[config.mk]
export PLATFORM = sky130hd
export DESIGN_NAME = gcd_core
export DESIGN_NICKNAME = d
export VERILOG_FILES = /design/src/rtl/gcd_core.sv
export SDC_FILE = /design/constraint.sdc
export NUM_CORES = 1
export LEC_CHECK = 0
export ABC_AREA = 1
export CELL_PAD_IN_SITES_DETAIL_PLACEMENT = 0
export CELL_PAD_IN_SITES_GLOBAL_PLACEMENT = 2
export CORE_MARGIN = 2
export CORE_UTILIZATION = 33
export CTS_BUF_LIST = sky130_fd_sc_hd__clkbuf_8
export DETAILED_ROUTE_END_ITERATION = 12
export DONT_BUFFER_PORTS = 1
export PLACE_DENSITY = 0.78
export SLEW_MARGIN = 20
export SYNTH_ARGS = -nofsm -noshare
export SYNTH_HDL_FRONTEND = slang
export SYNTH_SLANG_ARGS = --single-unit
[constraint.sdc]
create_clock -name clk -period 2.5 [get_ports clk]
set_input_delay 0.25 -clock clk [delete_from_list [all_inputs] [get_ports clk]]
set_output_delay 0.25 -clock clk [all_outputs]
set_load 0.005 [all_outputs]
[src/rtl/gcd_core.sv]
// gcd_core: iterative subtractive GCD with a registered A/B compare and a per-run subtraction count.
module gcd_core #(
  parameter int WIDTH = 8
) (
  input  logic             clk,
  input  logic             rst_n,
  input  logic             start,
  input  logic [WIDTH-1:0] a_in,
  input  logic [WIDTH-1:0] b_in,
  output logic             busy,
  output logic             done,
  output logic [WIDTH-1:0] result,
  output logic [WIDTH-1:0] iter_cnt,
  output logic             gt,
  output logic             eq,
  output logic             lt
);
  localparam logic [1:0] IDLE = 2'd0;
  localparam logic [1:0] RUN  = 2'd1;
  localparam logic [1:0] DONE = 2'd2;
  logic [1:0]       state_q, state_d;
  logic [WIDTH-1:0] a_q, a_d, b_q, b_d, res_q, res_d, it_q, it_d;
  logic             busy_q, done_q, gt_q, eq_q, lt_q;
  logic             stop;
  assign stop = (a_q == '0) || (b_q == '0) || (a_q == b_q);
  always_comb begin
    state_d = state_q;
    a_d     = a_q;
    b_d     = b_q;
    res_d   = res_q;
    it_d    = it_q;
    if (state_q == IDLE && start) begin
      state_d = RUN;
      a_d     = a_in;
      b_d     = b_in;
      it_d    = '0;
    end else if (state_q == RUN) begin
      if (stop) begin
        state_d = DONE;
        res_d   = (a_q == '0) ? b_q : a_q;
      end else begin
        a_d  = (a_q > b_q) ? a_q - b_q : a_q;
        b_d  = (a_q > b_q) ? b_q : b_q - a_q;
        it_d = it_q + WIDTH'(1);
      end
    end else if (state_q == DONE) begin
      state_d = IDLE;
    end
  end
  // Flags are computed from next-state values so they line up with the A/B registers they describe.
  always_ff @(posedge clk) begin
    if (!rst_n) begin
      state_q <= IDLE;
      a_q     <= '0;
      b_q     <= '0;
      res_q   <= '0;
      it_q    <= '0;
      busy_q  <= 1'b0;
      done_q  <= 1'b0;
      gt_q    <= 1'b0;
      eq_q    <= 1'b0;
      lt_q    <= 1'b0;
    end else begin
      state_q <= state_d;
      a_q     <= a_d;
      b_q     <= b_d;
      res_q   <= res_d;
      it_q    <= it_d;
      busy_q  <= (state_d == RUN);
      done_q  <= (state_d == DONE);
      gt_q    <= (state_d == RUN) && (a_d > b_d);
      eq_q    <= (state_d == RUN) && (a_d == b_d);
      lt_q    <= (state_d == RUN) && (a_d < b_d);
    end
  end
  assign busy     = busy_q;
  assign done     = done_q;
  assign result   = res_q;
  assign iter_cnt = it_q;
  assign gt       = gt_q;
  assign eq       = eq_q;
  assign lt       = lt_q;
endmodule

; ---- Word level (Yosys, flattened, before mapping)
; Cells that the tools add are included.
; W data, S select, Z words.
[word_totals]
register_bits = 39
inputBits = 19
output_inout_bits = 21
elab_cells = 50
[classes]
add_sub_neg = 3
magnitude_cmp = 3
eq_ne = 6
mux = 13
bitwise = 3
n_reduce_logical = 12
[ops]
columns = op, count
row1 = $mux W8, 9
row2 = $eq A8 B8 Y1, 2
row3 = $gt A8 B8 Y1, 2
row4 = $logic_not A8 Y1, 2
row5 = $sub A8 B8 Y8, 2
row6 = $add A8 B1 Y8 const B, 1
row7 = $lt A8 B8 Y1, 1
row8 = $mux W2, 4
row9 = $eq A2 B1 Y1 const B, 2
row10 = $eq A2 B2 Y1 const B, 2
row11 = $logic_and A1 B1 Y1, 4
row12 = $not A1 Y1, 3
row13 = $reduce_and A3 Y1, 1
row14 = $logic_not A2 Y1, 1
row15 = $logic_or A1 B1 Y1, 2
row16 = $reduce_and A2 Y1, 1
row17 = $reduce_or A2 Y1, 1

; ---- Longest topological paths before layout
; Gate-level depths: netlist of the first run.
[depth]
depth_word = 8
mapped_depth = 23
depth_no_buf = 22

; ---- Least setup slack after synthesis of the first run
; Ideal clock, no wire load.
[synth_timing]
path_type = flip-flop to flip-flop
from = register a_q[1]
to = register gt_q, in the netlist gt
setup_time_ns = 0.064
arrival_time_ns = 2.560
t_required_ns = 2.436
path_slack_ns = -0.124
stages_incl_launch_ff = 22
path_buffers = 1
synth_period_minus_slack_ns = 2.624
cell_sequence = dfxtp_1 > inv_1 > ha_1 > nand2_1 > nor2_1 > nand2_4 > nand3_2 > nor2_4 > buf_6 > nand3_1 > nand3_1 > nand2_1 > inv_1 > ha_1 > nand2_1 > inv_1 > nand2_1 > o211ai_1 > nand2_1 > o211ai_1 > nand3_1 > nor2_1
[synth_between]
elab_chain_cells = 8
word_cells_on_any_way = 21
cone_classes = 2 x add/sub / 2 x order compare / 2 x eq/ne / 11 x mux / 4 x reduce/logical
[synth_rtl]
columns = element, line
row1 = "start, declared", 22  ; logic [WIDTH-1:0] a_q, a_d, b_q, b_d, res_q, res_d, it_q, it_d;
row2 = "start signal, assigned", 54  ; a_q <= '0;
row3 = "start signal, assigned", 65  ; a_q <= a_d;
row4 = branches (longest 3 deep; another with $sub A8 B8 Y8), -
row5 = $mux W8 (*), 38  ; if (stop) begin
row6 = $mux W8 (*), 37  ; end else if (state_q == RUN) begin
row7 = $mux W8 (*), 32  ; if (state_q == IDLE && start) begin
row8 = via a_d[3], 22
row9 = $gt A8 B8 Y1 (*), 71  ; gt_q <= (state_d == RUN) && (a_d > b_d);
row10 = $logic_and A1 B1 Y1 (*), 71
row11 = "end signal, assigned", 71
row12 = "end, declared", 23  ; logic busy_q, done_q, gt_q, eq_q, lt_q;
; Mark *: on every way through the listed nets, which the timed path passes.
; A chain may end at the register's enable or synchronous reset.

; ---- Worst setup path in the final report of the first run
[layout_timing]
from = register b_q[0]
to = register gt_q, in the netlist gt
[layout_between]
elab_chain_cells = 8
word_cells_on_any_way = 21
cone_classes = 2 x add/sub / 2 x order compare / 2 x eq/ne / 11 x mux / 4 x reduce/logical
[layout_rtl]
columns = element, line
row1 = "start, declared", 22
row2 = "start signal, assigned", 55  ; b_q <= '0;
row3 = "start signal, assigned", 66  ; b_q <= b_d;
row4 = branches (longest 7 deep; another with $sub A8 B8 Y8), -
row5 = $logic_and A1 B1 Y1 (*), 71
; Every way passes the cells marked *.

==> metrics list, run 1 <==
- Synthesized net count: 483
- Core Footprint: 0.008636 sq mm
- Average vias per placed instance: 4.763
- Worst hold path stage count: 2
- Entering global routing, the biggest net connects 20 pins.
- In this run the worst path has a maximum fanout of 6.
- RR Endpoint: gt
- # H-tree levels: 2
- Worst Setup End Kind: flip-flop
* Actual transition at the worst max-transition pin: 350.7 ps
* Final max-slew violation count: 0
- Of the available clock period, the critical path in the final layout requires 1.055.
* Vias after detailed routing: 3,010
- Counting the buffers created by CTS gives 5.
- The final reports fail on setup timing.
- Count of inserted antenna diode cells: 0
* Global route total overflow: 0
* Sum of net half-perimeters after detailed placement: 7.182 mm
- Required time at the endpoint of the critical path: 2740 ps
- After clock tree synthesis, the clock-pin slew on the worst setup and hold paths is 80 ps.
- WL per Instance: 14.50 um
- Tracing the worst setup path back leads to its startpoint at b_q[0].
- Area occupied by multi-input gates: 0.002147 sq mm
* Critical Setup Path Class: flip-flop to flip-flop
- Commonest cells after routing, fill and taps aside: sky130_fd_sc_hd__nand2_1, sky130_fd_sc_hd__buf_4, sky130_fd_sc_hd__inv_1
- Total negative slack: -237.4 ps
* Number of warnings printed during yosys synthesis: 0
* Slew margin rel.: 0.7656
- Counting flops and latches in the post-synthesis netlist gives 39.
- The first detailed-routing pass ran for 4 iterations.
- In the synthesized netlist, the number of instances is 438.
* Number of nets with antenna violations after detailed routing: 0
- The worst setup path is launched from a flip-flop.
- Post-Syn Area per Cell: 6.633 sq um
- Total Routing Usage GR: 0.1920
* Status: complete, but fails checks
- Post-synthesis instance area: 0.002905 sq mm
- Post-synthesis cell type count: 32
- The number of global-route vias before repair was 2,889.
- At the end of routability-driven placement, the weighted congestion stood at 0.8296.
- Excluding fillers, the count of instances in the completed layout stands at 632.
- Slowest cell on the critical path: sky130_fd_sc_hd__dfxtp_2
* Register-to-register setup slack: -140 ps
- Hold/Removal Path Class: input pin to flip-flop
- Walking the worst path, the cells encountered are ha_4 > inv_4 > fa_2 > nand2_2 > nand2_4 > nand2_4 > nand2_8 > nand2_8 > buf_4 > nand3_1 > nand3_2 > nand2_2 > ha_4 > nand4_1 > inv_1 > nand2_1 > o211ai_1 > nand3_1 > nor2_1.
- Summed over all cells, the static leakage comes to 1.967 nW.
- Compared with the post-synthesis result, the final layout area differs by 41.73%.
- Capturing element of the worst setup path: gt
* Post-route DRC violation count: 0
- The tree is rooted in a sky130_fd_sc_hd__clkbuf_8.
- Counting cells, the worst reg-to-reg path comes to 19.
* Effective utilization at floorplan: 0.3364
- The number of failing hold endpoints at the final stage is 0.
* Total chip power: 4.354 mW
- Worst setup margin: -138.7 ps
- Worst-skew pair later-pin latency: 300 ps
- Timing would allow up to 0.3790 GHz.
- Startpoint of the most critical register-to-register path: b_q[0]
- Horizontal die dimension: 97.83 um
- TritonCTS clock tree: yes
* Global-route wire length before repair: 14.55 mm
* Post-CTS Hold Fix Bufs: 0
- Initial antenna violation count: 0
* Worst Setup Slack post-DPL: -314.6 ps
- The floorplan step defined a die boundary enclosing 0.009571 sq mm.
- After the last flow step, the layout net total stands at 568.
* Largest clock skew in the final design: 4.229 ps
* Area used by sequential logic in the layout: 794.5 sq um
- Fill cells in the final layout number 890.
- Most common library cell in the layout ignoring fill and taps: sky130_fd_sc_hd__nand2_1
- During placement, the flow inserted port buffers numbering 0.
* Worst supply voltage drop on vdd: 420.2 uV
- The floorplan has 34 rows.
* Seq/Total Area, Yosys: 0.2687
- TritonCTS Sinks: 39
- Subtracting the final worst setup slack from the clock period gives 2639 ps.
- For this design the ratio of total power to cell area is 1057 mW/mm^2.
- Setup-violating endpoint count in the final report: 3
* Bufs on Longest Clock Path: 2
* Count of boundary I/O pins: 40
- Placement Cell Area: 0.003588 sq mm
* Arrival time of the worst setup path: 2880 ps
* Cell area after layout: 0.004118 sq mm
- First-iteration detailed-routing DRC count: 103
- Cell total after placement: 612
- For this run, the slowest stage of the critical path takes 390 ps.
* Aggregate routed wire length: 9.165 mm
* Fraction of layout cells with a size suffix above 1: 0.3798
* Max-Cap Viols: 0
- RSZ-0062 raised after global routing: true
- Die span in y: 97.83 um
## area by class of cell
type / instances / share of cell area
multi-input combinational: 315 / 0.5214
sequential: 39 / 0.1930
timing repair buffer: 88 / 0.1641
inverter: 74 / 0.06806
tap: 108 / 0.03282
clock buffer: 5 / 0.01671
clock inverter: 3 / 0.003950
## metrics by stage
stage,utilization,hold slack (ps)
finish,0.4768,80.92
global route,0.4768,85.52
CTS,0.4654,74.18
detailed placement,0.4155,397.4
global placement,0.4155,382.2
floorplan,-,416.5
## cell usage after synthesis, drive strengths merged
cell,number,area (sq um)
xnor2,2,17.52
o211ai,2,15.01
dfxtp,39,780.8
nand4,10,62.56
clkinv,1,3.750
o21ai,13,68.81
nor2,40,180.2
nor3,2,10.01
inv,73,274.0
o21bai,1,7.510
nand2,118,478.0
o22ai,1,6.260
buf,9,80.06
ha,24,300.3
fa,2,40.04
nand3,55,312.8
xor2,6,52.55
or2,13,81.33
a21oi,26,130.1
clkbuf,1,3.750
## worst min-delay path by stage
stage                     startpoint    endpoint  slack [ps]
after detailed placement       rst_n  state_q[0]         400
after global routing           rst_n  state_q[0]          90
after CTS                      rst_n  state_q[0]          70
after global placement         rst_n  state_q[0]         380
final                          rst_n  state_q[0]          80
after floorplan                start  state_q[0]         420
## layer usage
metal	wire length (um)	vias up	GRT usage
met3	352	17	0.03293
met1	4499	1373	0.2631
met2	4020	63	0.2966
met4	293	0	0.08333
li1	-	1557	-
met5	0	-	0
## report_power, final
part / leakage (nW) / switching, mW / total, mW / internal (mW)
Clock: 0.0453 / 0.241 / 0.432 / 0.191
Sequential: 0.323 / 0.0904 / 0.811 / 0.721
Combinational: 1.60 / 1.69 / 3.11 / 1.42
## what timing repair did
action / in CTS / in global routing
resized for setup: 50 / 22
setup buffers: 11 / 4
pin swaps: 28 / 21
setup endpoints to repair: 3 / 5
## worst max-delay path: cells and delay by family (launching register included)
family,cells,cell delay [ps]
simple gates,12,1040
fa+ha+maj,3,800
compound gates,1,110
flops,1,390
buf+inv,3,250
## state kept, by name, indices dropped and copies added (netlist names)
name	count
result	8
b_q	8
iter_cnt	8
busy	1
done	1
eq	1
lt	1
gt	1
state_q	2
a_q	8
## kinds of logic (layout without fill, tap and decap cells)
| kind of cell | count (synthesis) | after routing | share of synthesized area |
|---|---|---|---|
| compound gates | 43 | 43 | 0.07838 |
| xor+xnor | 8 | 8 | 0.02412 |
| fa+ha+maj | 26 | 26 | 0.1171 |
| buf+inv | 84 | 170 | 0.1245 |
| flops | 39 | 39 | 0.2687 |
| simple gates | 238 | 238 | 0.3872 |
Power figures use the tool's default switching activity.
==> inputs of run 2 (changes only) <==
--- a/config.mk
+++ b/config.mk
@@ -15,2 +15,3 @@
 export DONT_BUFFER_PORTS = 1
+export MAX_ROUTING_LAYER = met4
 export PLACE_DENSITY = 0.78
--- a/constraint.sdc
+++ b/constraint.sdc
@@ -3,2 +3,2 @@
 set_output_delay 0.25 -clock clk [all_outputs]
-set_load 0.005 [all_outputs]
+set_load 0.05 [all_outputs]
==> run 2 against run 1 <==
Against the previous run: the flow still finishes with violations (setup timing); first-iteration DRC count up 80%; non-clock buffer count up 8; sequential share of layout area down 0.34 points; power up 8.2%; flip-flop and latch count unchanged; clock skew up 2.9 ps; critical path type unchanged.
==> metrics list, run 2 (synthesis results as in run 1) <==
- The sum of buffers and inverters on the critical path came to 4 (was 3).
- The die span in x is 97.83 um (unchanged).
* Arrival time of the worst setup path: 2920 ps (was 2880 ps)
* Count of boundary I/O pins: 40 (unchanged)
- Die span in y: 97.83 um (unchanged)
- The slack of the critical path was -179.9 ps (was -138.7 ps).
* TritonCTS Sinks: 39 (unchanged)
- Status: complete, but fails checks (unchanged)
- Layout Area Growth over Synthesis: 45.65% (was 41.73%)
- Commonest cells after routing, fill and taps aside: sky130_fd_sc_hd__buf_4, sky130_fd_sc_hd__nand2_1, sky130_fd_sc_hd__inv_1 (was sky130_fd_sc_hd__nand2_1, sky130_fd_sc_hd__buf_4, sky130_fd_sc_hd__inv_1).
- Initial antenna violation count: 0 (unchanged)
- The worst hold margin is 69.96 ps (was 80.92 ps).
- The type of element launching the critical path was a flip-flop (unchanged).
- The path class of the lowest-slack min-delay path is input pin to flip-flop (unchanged).
* Final Hold Viols: 0 (unchanged)
- The placed wire-length estimate is 7.163 mm (was 7.182 mm).
- The largest net degree at the start of global routing is 20 (unchanged).
- Slowest cell on the critical path: sky130_fd_sc_hd__dfxtp_4 (was sky130_fd_sc_hd__dfxtp_2)
- The number of iterations in the first detailed-routing pass is 4 (unchanged).
- The initial standard-cell utilization of the core is 0.3364 (unchanged).
- The critical path class is flip-flop to flip-flop (unchanged).
- Placement Rows: 34 (unchanged)
- The root buffer cell is sky130_fd_sc_hd__clkbuf_8 (unchanged).
* Aggregate routed wire length: 9.517 mm (was 9.165 mm)
- LEAKAGE: 2.023 nW (was 1.967 nW)
- The normalized max-slew margin was 0.6123 (was 0.7656).
- The clock skew came to 7.082 ps (was 4.229 ps).
- Actual transition at the worst max-transition pin: 580.7 ps (was 350.7 ps)
- RSZ-0062 raised after global routing: true (unchanged).
* Setup-violating endpoint count in the final report: 4 (was 3)
* Bufs on Longest Clock Path: 2 (unchanged)
- The peak supply drop is 498.6 uV (was 420.2 uV).
- The remaining design rule violation count came to 0 (unchanged).
* Nets: 577 (was 568)
- Core Footprint: 0.008636 sq mm (unchanged)
- Max-Cap Viols: 0 (unchanged)
- Average vias per placed instance: 4.817 (was 4.763)
- The clock latency on the worst-skew pair came to 300 ps (about the same).
- The maximum cell stage delay along the critical path was 370 ps (was 390 ps).
- The largest fanout of any net on the critical path was 6 (unchanged).
* Most common library cell in the layout ignoring fill and taps: sky130_fd_sc_hd__buf_4 (was sky130_fd_sc_hd__nand2_1)
- Final period utilization: 1.072 (was 1.055)
* Number of nets with antenna violations after detailed routing: 0 (unchanged)
- The number of port buffers is 0 (unchanged).
* Maximum frequency from static timing analysis: 0.3731 GHz (was 0.3790 GHz)
* Required time at the endpoint of the critical path: 2740 ps (about the same)
* Vias after detailed routing: 3,088 (was 3,010)
- The most numerous cell type found on the critical path is sky130_fd_sc_hd__nand3_1.
- Count of inserted antenna diode cells: 0 (unchanged)
* Global route total overflow: 0 (unchanged)
* Vias in the first global route: 3,062 (was 2,889)
* Global-route wire length before repair: 15.44 mm (was 14.55 mm)
* Total Routing Usage GR: 0.2092 (was 0.1920)
- The CTS tree is yes (unchanged).
* First-iteration detailed-routing DRC count: 185 (was 103)
- Violations in the final reports: setup timing (unchanged).
- Final max-slew violation count: 0 (unchanged)
- Global placement routability congestion: 0.8379 (was 0.8296)
- The total clock buffers created by CTS was 5 (unchanged).
* # H-tree levels: 2 (unchanged)
- The CTS clock-pin slew for the worst setup and hold paths is 90 ps (was 80 ps).
* Total power per unit cell area: 1114 mW/mm^2 (was 1057 mW/mm^2)
* Fraction of layout cells with a size suffix above 1: 0.4071 (was 0.3798)
- Worst Setup Slack post-DPL: -343.0 ps (was -314.6 ps)
- Critical Path, Cell by Cell: inv_2 > ha_4 > inv_4 > fa_2 > nand2_2 > nand2_4 > nand2_4 > nand2_8 > nand2_8 > buf_6 > nand3_1 > nand3_1 > nand2_2 > ha_4 > nand4_1 > inv_1 > nand2_1 > o211ai_1 > nand3_1 > nor2_1 (was ha_4 > inv_4 > fa_2 > nand2_2 > nand2_4 > nand2_4 > nand2_8 > nand2_8 > buf_4 > nand3_1 > nand3_2 > nand2_2 > ha_4 > nand4_1 > inv_1 > nand2_1 > o211ai_1 > nand3_1 > nor2_1).
* Post-CTS Hold Fix Bufs: 0 (unchanged)
- WL per Instance: 14.85 um (was 14.50 um)
- The minimum clock period is 2680 ps (was 2639 ps).
* Worst Setup End Kind: flip-flop (unchanged)
- Gate family responsible for the most delay along the worst path: simple AND/OR/NAND/NOR gates (unchanged)
* Area of the die: 0.009571 sq mm (unchanged)
[run 2: final timing paths]
path	startpoint	to	slack [ps]	cells past startpoint
worst max-delay path	a_q[0]	gt	-180	20
worst min-delay path	rst_n	state_q[0]	70	2
worst max register to register	a_q[0]	gt	-180	20
worst min register to register	state_q[0]	state_q[0]	580	2
[run 2: through the flow]
step / utilization / TNS [ps] / instances / total power [mW] / instance area, sq um
after floorplan: - / -43.62 / 438 / 2.489 / 2967
after global placement: 0.4155 / -931.2 / 612 / 3.462 / 3588
after detailed placement: 0.4155 / -903.7 / 612 / 3.454 / 3588
after CTS: 0.4838 / -410.3 / 645 / 4.620 / 4178
after global routing: 0.4900 / -1026 / 641 / 5.096 / 4232
final: 0.4900 / -394.7 / 641 / 4.713 / 4232
[run 2: layout make-up]
class                   count  area, sq um
fillers                   888         4404
multi-input cells         316         2151
flip-flops and latches     39        802.0
repair buffers             96        750.7
inverters                  74        280.3
well taps                 108        135.1
clock buffers               5        68.82
clock inverters             3        43.79
[run 2: repair_timing]
action	in CTS	in global routing
gates resized for setup	60	27
cloned	1	0
pin swaps	37	15
endpoints found under the setup margin	3	6
setup buffers	24	1
endpoints found under the hold margin	0	0
[run 2: layer usage]
layer	track usage	part of all wire
met1	0.2834	0.48
met2	0.3288	0.46
met3	0.02291	0.038
met4	0.06410	0.020
met5	-	0
[run 2: report_power, final]
part	leakage [nW]	switching (mW)	internal, mW
logic	1.64	1.76	1.49
clock network	0.0581	0.257	0.298
registers	0.323	0.182	0.722
total	2.02	2.20	2.51
==> inputs of run 3 (changes only) <==
Settings changed: ABC_AREA 1 to default, CORE_UTILIZATION 33 to 36, PLACE_DENSITY 0.78 to 0.77.
==> run 3 against run 2 <==
Against the previous run: the flow still finishes with violations (setup timing); non-clock buffer count increased by 21; register-to-register slack got worse by 410 ps; synthesized area increased by 0.95%; fmax decreased by 13%; largest cell class unchanged.
==> metrics list, run 3 <==
* Critical Path, Cell by Cell: inv_2 > ha_4 > inv_2 > fa_2 > a211oi_4 > nor2_2 > a21o_4 > bufbuf_16 > o211ai_1 > o221ai_2 > ha_1 > o21a_1 > a21oi_2 > o21a_1 > nor2b_4 (was inv_2 > ha_4 > inv_4 > fa_2 > nand2_2 > nand2_4 > nand2_4 > nand2_8 > nand2_8 > buf_6 > nand3_1 > nand3_1 > nand2_2 > ha_4 > nand4_1 > inv_1 > nand2_1 > o211ai_1 > nand3_1 > nor2_1)
- The total number of clock tree sinks came to 39 (unchanged).
- Initial antenna violation count: 0 (unchanged)
* Total negative slack: -1698 ps (was -394.7 ps)
* RSZ-0062 raised after global routing: true (unchanged)
* Area of the die: 0.008885 sq mm (was 0.009571 sq mm)
- The overall via count from detail_route was 3,021 (was 3,088).
- The final-report setup violation count is 3 (was 4).
- Most area-consuming cells after synthesis: sky130_fd_sc_hd__dfxtp_1, sky130_fd_sc_hd__ha_1, sky130_fd_sc_hd__nor3_1 (was sky130_fd_sc_hd__dfxtp_1, sky130_fd_sc_hd__nand2_1, sky130_fd_sc_hd__ha_1)
* Clock-pin transition on the worst setup and hold timing paths: 90 ps (about the same)
* Commonest cells after routing, fill and taps aside: sky130_fd_sc_hd__buf_4, sky130_fd_sc_hd__dfxtp_1, sky130_fd_sc_hd__nor2_1 (was sky130_fd_sc_hd__buf_4, sky130_fd_sc_hd__nand2_1, sky130_fd_sc_hd__inv_1)
- Placement Rows: 32 (was 34)
- Number of flops mapped to enable cells by yosys: 0 (unchanged)
* Launching element type of the critical path: flip-flop (unchanged)
- Arrival time of the worst setup path: 3330 ps (was 2920 ps)
- Area fraction of the dominant cell type after synthesis: 0.2662 (was 0.2687)
- Async set or reset register ratio after synthesis: 0 (unchanged)
* Post-synthesis cell type count: 54 (was 32)
* Vias in the first global route: 3,081 (was 3,062)
- The number of warnings printed during yosys synthesis came to 0 (unchanged).
- Cells after Synth: 340 (was 438)
* Aggregate routed wire length: 10.08 mm (was 9.517 mm)
* Largest net degree at the start of global routing: 22 (was 20)
- The synthesized-area fraction occupied by adder cells is 0.1160 (was 0.1171).
* Nets: 489 (was 577)
* HP Start: rst_n (unchanged)
- TritonCTS Buffers: 5 (unchanged)
- Compound-gate portion of the synthesized area: 0.2658 (was 0.07838)
- The beginning of the worst register-to-register path is a_q[0] (unchanged).
- The final non-filler cell total was 547 (was 641).
- Layout Area Growth over Synthesis: 41.30% (was 45.65%)
- Number of nets with antenna violations after detailed routing: 0 (unchanged)
* Post-Synth Simple-Gate Area: 0.2334 (was 0.3872)
* Worst setup margin: -591.4 ps (was -179.9 ps)
* Largest clock skew in the final design: 7.533 ps (was 7.082 ps)
- The clock latency on the worst-skew pair came to 300 ps (about the same).
- Largest stage delay, worst path: 360 ps (was 370 ps)
- The multiplexer area fraction after synthesis is 0.02048 (was 0).
* Required time at the endpoint of the critical path: 2740 ps (about the same)
- The minimum clock period was 3091 ps (was 2680 ps).
- Post-CTS Hold Fix Bufs: 0 (unchanged)
- The library cell with the highest instance count after synthesis is sky130_fd_sc_hd__dfxtp_1 (was sky130_fd_sc_hd__nand2_1).
- Final period utilization: 1.237 (was 1.072)
* Crit path buffers/inverters: 3 (was 4)
- Final max-slew violation count: 0 (unchanged)
- Global-route wire length before repair: 16.15 mm (was 15.44 mm)
- First-iteration detailed-routing DRC count: 147 (was 185)
- Count of inserted antenna diode cells: 0 (unchanged)
* Final Hold Viols: 0 (unchanged)
- The master of the slowest instance on the critical path is sky130_fd_sc_hd__fa_2 (was sky130_fd_sc_hd__dfxtp_4).
- Port-buffer cells: 0 (unchanged)
- The placed wire-length estimate is 7.893 mm (was 7.163 mm).
- Number of fill cells in the layout: 740 (was 888)
* Synthesized net count: 385 (was 483)
- Critical Setup Path Class: flip-flop to flip-flop (unchanged)
- Worst Setup End Kind: flip-flop (unchanged)
- The total of flip-flops plus latches after synthesis came to 39 (unchanged).
- Gate family responsible for the most delay along the worst path: compound AO/OA/AOI/OAI gates (was simple AND/OR/NAND/NOR gates)
- The H-tree depth is 2 (unchanged).
- The largest fanout of any net on the critical path came to 5 (was 6).
- The root buffer cell is sky130_fd_sc_hd__clkbuf_8 (unchanged).
* Largest family of logic cells by synthesized area: compound AO/OA/AOI/OAI gates (was simple AND/OR/NAND/NOR gates)
* TritonCTS clock tree: yes (unchanged)
- Post-synth top cells: sky130_fd_sc_hd__dfxtp_1, sky130_fd_sc_hd__nor2_1, sky130_fd_sc_hd__ha_1 (was sky130_fd_sc_hd__nand2_1, sky130_fd_sc_hd__inv_1, sky130_fd_sc_hd__nand3_1)
- The top-level port count is 40 (unchanged).
- Actual transition at the worst max-transition pin: 641.3 ps (was 580.7 ps)
- The peak supply drop is 592.3 uV (was 498.6 uV).
- The aggregate global routing overflow came to 0 (unchanged).
- Horizontal die dimension: 94.26 um (was 97.83 um)
- The global-route total usage across every layer came to 0.2455 (was 0.2092).
- The synthesized area per cell is 8.626 sq um (was 6.633 sq um).
* Slew margin rel.: 0.5719 (was 0.6123)
* Die span in y: 94.26 um (was 97.83 um)
* WL per Instance: 18.43 um (was 14.85 um)
- Core Footprint: 0.007807 sq mm (was 0.008636 sq mm)
- The number of placed cells counting well taps was 531 (was 612).
- Post-route DRC violation count: 0 (unchanged)
* Max-Cap Viols: 0 (unchanged)
- The cell leakage power came to 1.804 nW (was 2.023 nW).
- The mean number of vias per cell was 5.523 (was 4.817).
- The xor and xnor fraction of the mapped netlist area is 0.02389 (was 0.02412).
- The path class of the lowest-slack min-delay path is input pin to flip-flop (unchanged).
- Most used flip-flop cell after synthesis: sky130_fd_sc_hd__dfxtp_1 (unchanged)
- Number of optimization iterations in the first detailed-route pass: 4 (unchanged)
- The layout cell share with drive strength beyond 1 was 0.3730 (was 0.4071).
* Seq/Total Area, Yosys: 0.2662 (was 0.2687)
- Most common library cell in the layout ignoring fill and taps: sky130_fd_sc_hd__buf_4 (unchanged)
- Post-synthesis instance area: 0.002933 sq mm (was 0.002905 sq mm)
* Total chip power: 5.519 mW (was 4.713 mW)
- Status: complete, but fails checks (unchanged)
- The maximum achievable frequency came to 0.3235 GHz (was 0.3731 GHz).
- The routability congestion estimate from global placement came to 0.8786 (was 0.8379).
- The initial standard-cell utilization of the core was 0.3756 (was 0.3364).
* Bufs on Longest Clock Path: 2 (unchanged)
- Source of the critical timing path: a_q[0] (unchanged)
- Area leader, netlist: sky130_fd_sc_hd__dfxtp_1 (unchanged)
- Violations in the final reports: setup timing (unchanged)
- Total power per unit cell area: 1332 mW/mm^2 (was 1114 mW/mm^2)
[run 3: cell count changes after synthesis, moves of 9 or more]
cell | previous run | this run
sky130_fd_sc_hd__o211ai_1 | 2 | 11
sky130_fd_sc_hd__inv_1 | 72 | 23
sky130_fd_sc_hd__or2_2 | 13 | 0
sky130_fd_sc_hd__a21oi_1 | 26 | 14
sky130_fd_sc_hd__a211oi_1 | 0 | 14
sky130_fd_sc_hd__nor3_1 | 2 | 22
sky130_fd_sc_hd__nand2_1 | 112 | 12
sky130_fd_sc_hd__nand3_1 | 49 | 5
[run 3: worst paths after layout]
check / slack (ps) / cells past startpoint / end
worst max-delay path: -590 / 15 / lt
worst min-delay path: 70 / 1 / b_q[7]
worst max register to register: -590 / 15 / lt
worst min register to register: 620 / 3 / result[3]
[run 3: layout make-up]
| cell class | count | area, sq um | area share |
|---|---|---|---|
| flip-flops and latches | 39 | 788.3 | 0.1902 |
| repair buffers | 117 | 948.4 | 0.2289 |
| inverters | 23 | 86.33 | 0.02083 |
| well taps | 102 | 127.6 | 0.03080 |
| clock buffers | 5 | 68.82 | 0.01661 |
| clock inverters | 3 | 63.81 | 0.01540 |
| multi-input cells | 258 | 2061 | 0.4973 |
[run 3: kinds of logic (layout without fill, tap and decap cells)]
group	after synthesis	in the layout
AOI/OAI and AO/OA	101	101
xor gates and xnor gates	8	8
adders and majority gates	26	26
buffers and inverters	43	148
DFF	39	39
muxes	6	6
and+or+nand+nor	117	117
[run 3: repair_timing]
item	CTS	global route
pin swaps	13	4
endpoints found under the setup margin	5	7
setup buffers	5	2
cloned	1	0
gates resized for setup	13	9
[run 3: power by group]
part	switching [mW]	internal (mW)
clock network	0.247	0.395
registers	0.290	0.755
logic	1.93	1.90
[run 3: stage by stage]
stage / hold slack (ps) / utilization / worst slack, ps / area (sq um)
floorplan: 419.2 / - / -463.9 / 2962
detailed placement: 383.0 / 0.4888 / -647.0 / 3816
CTS: 66.06 / 0.5228 / -602.7 / 4081
global route: 62.87 / 0.5308 / -781.3 / 4144
finish: 73.32 / 0.5308 / -591.4 / 4144
global placement: 386.6 / 0.4888 / -643.5 / 3816
[run 3: routing by layer]
metal | share of wire | routed length (um) | up-vias | GRT usage
met2 | 0.48 | 4807 | 68 | 0.3899
met4 | 0.010 | 105 | 0 | 0.04831
met3 | 0.056 | 565 | 11 | 0.05859
met5 | 0 | 0 | - | -
met1 | 0.46 | 4603 | 1454 | 0.3206
li1 | - | - | 1488 | -
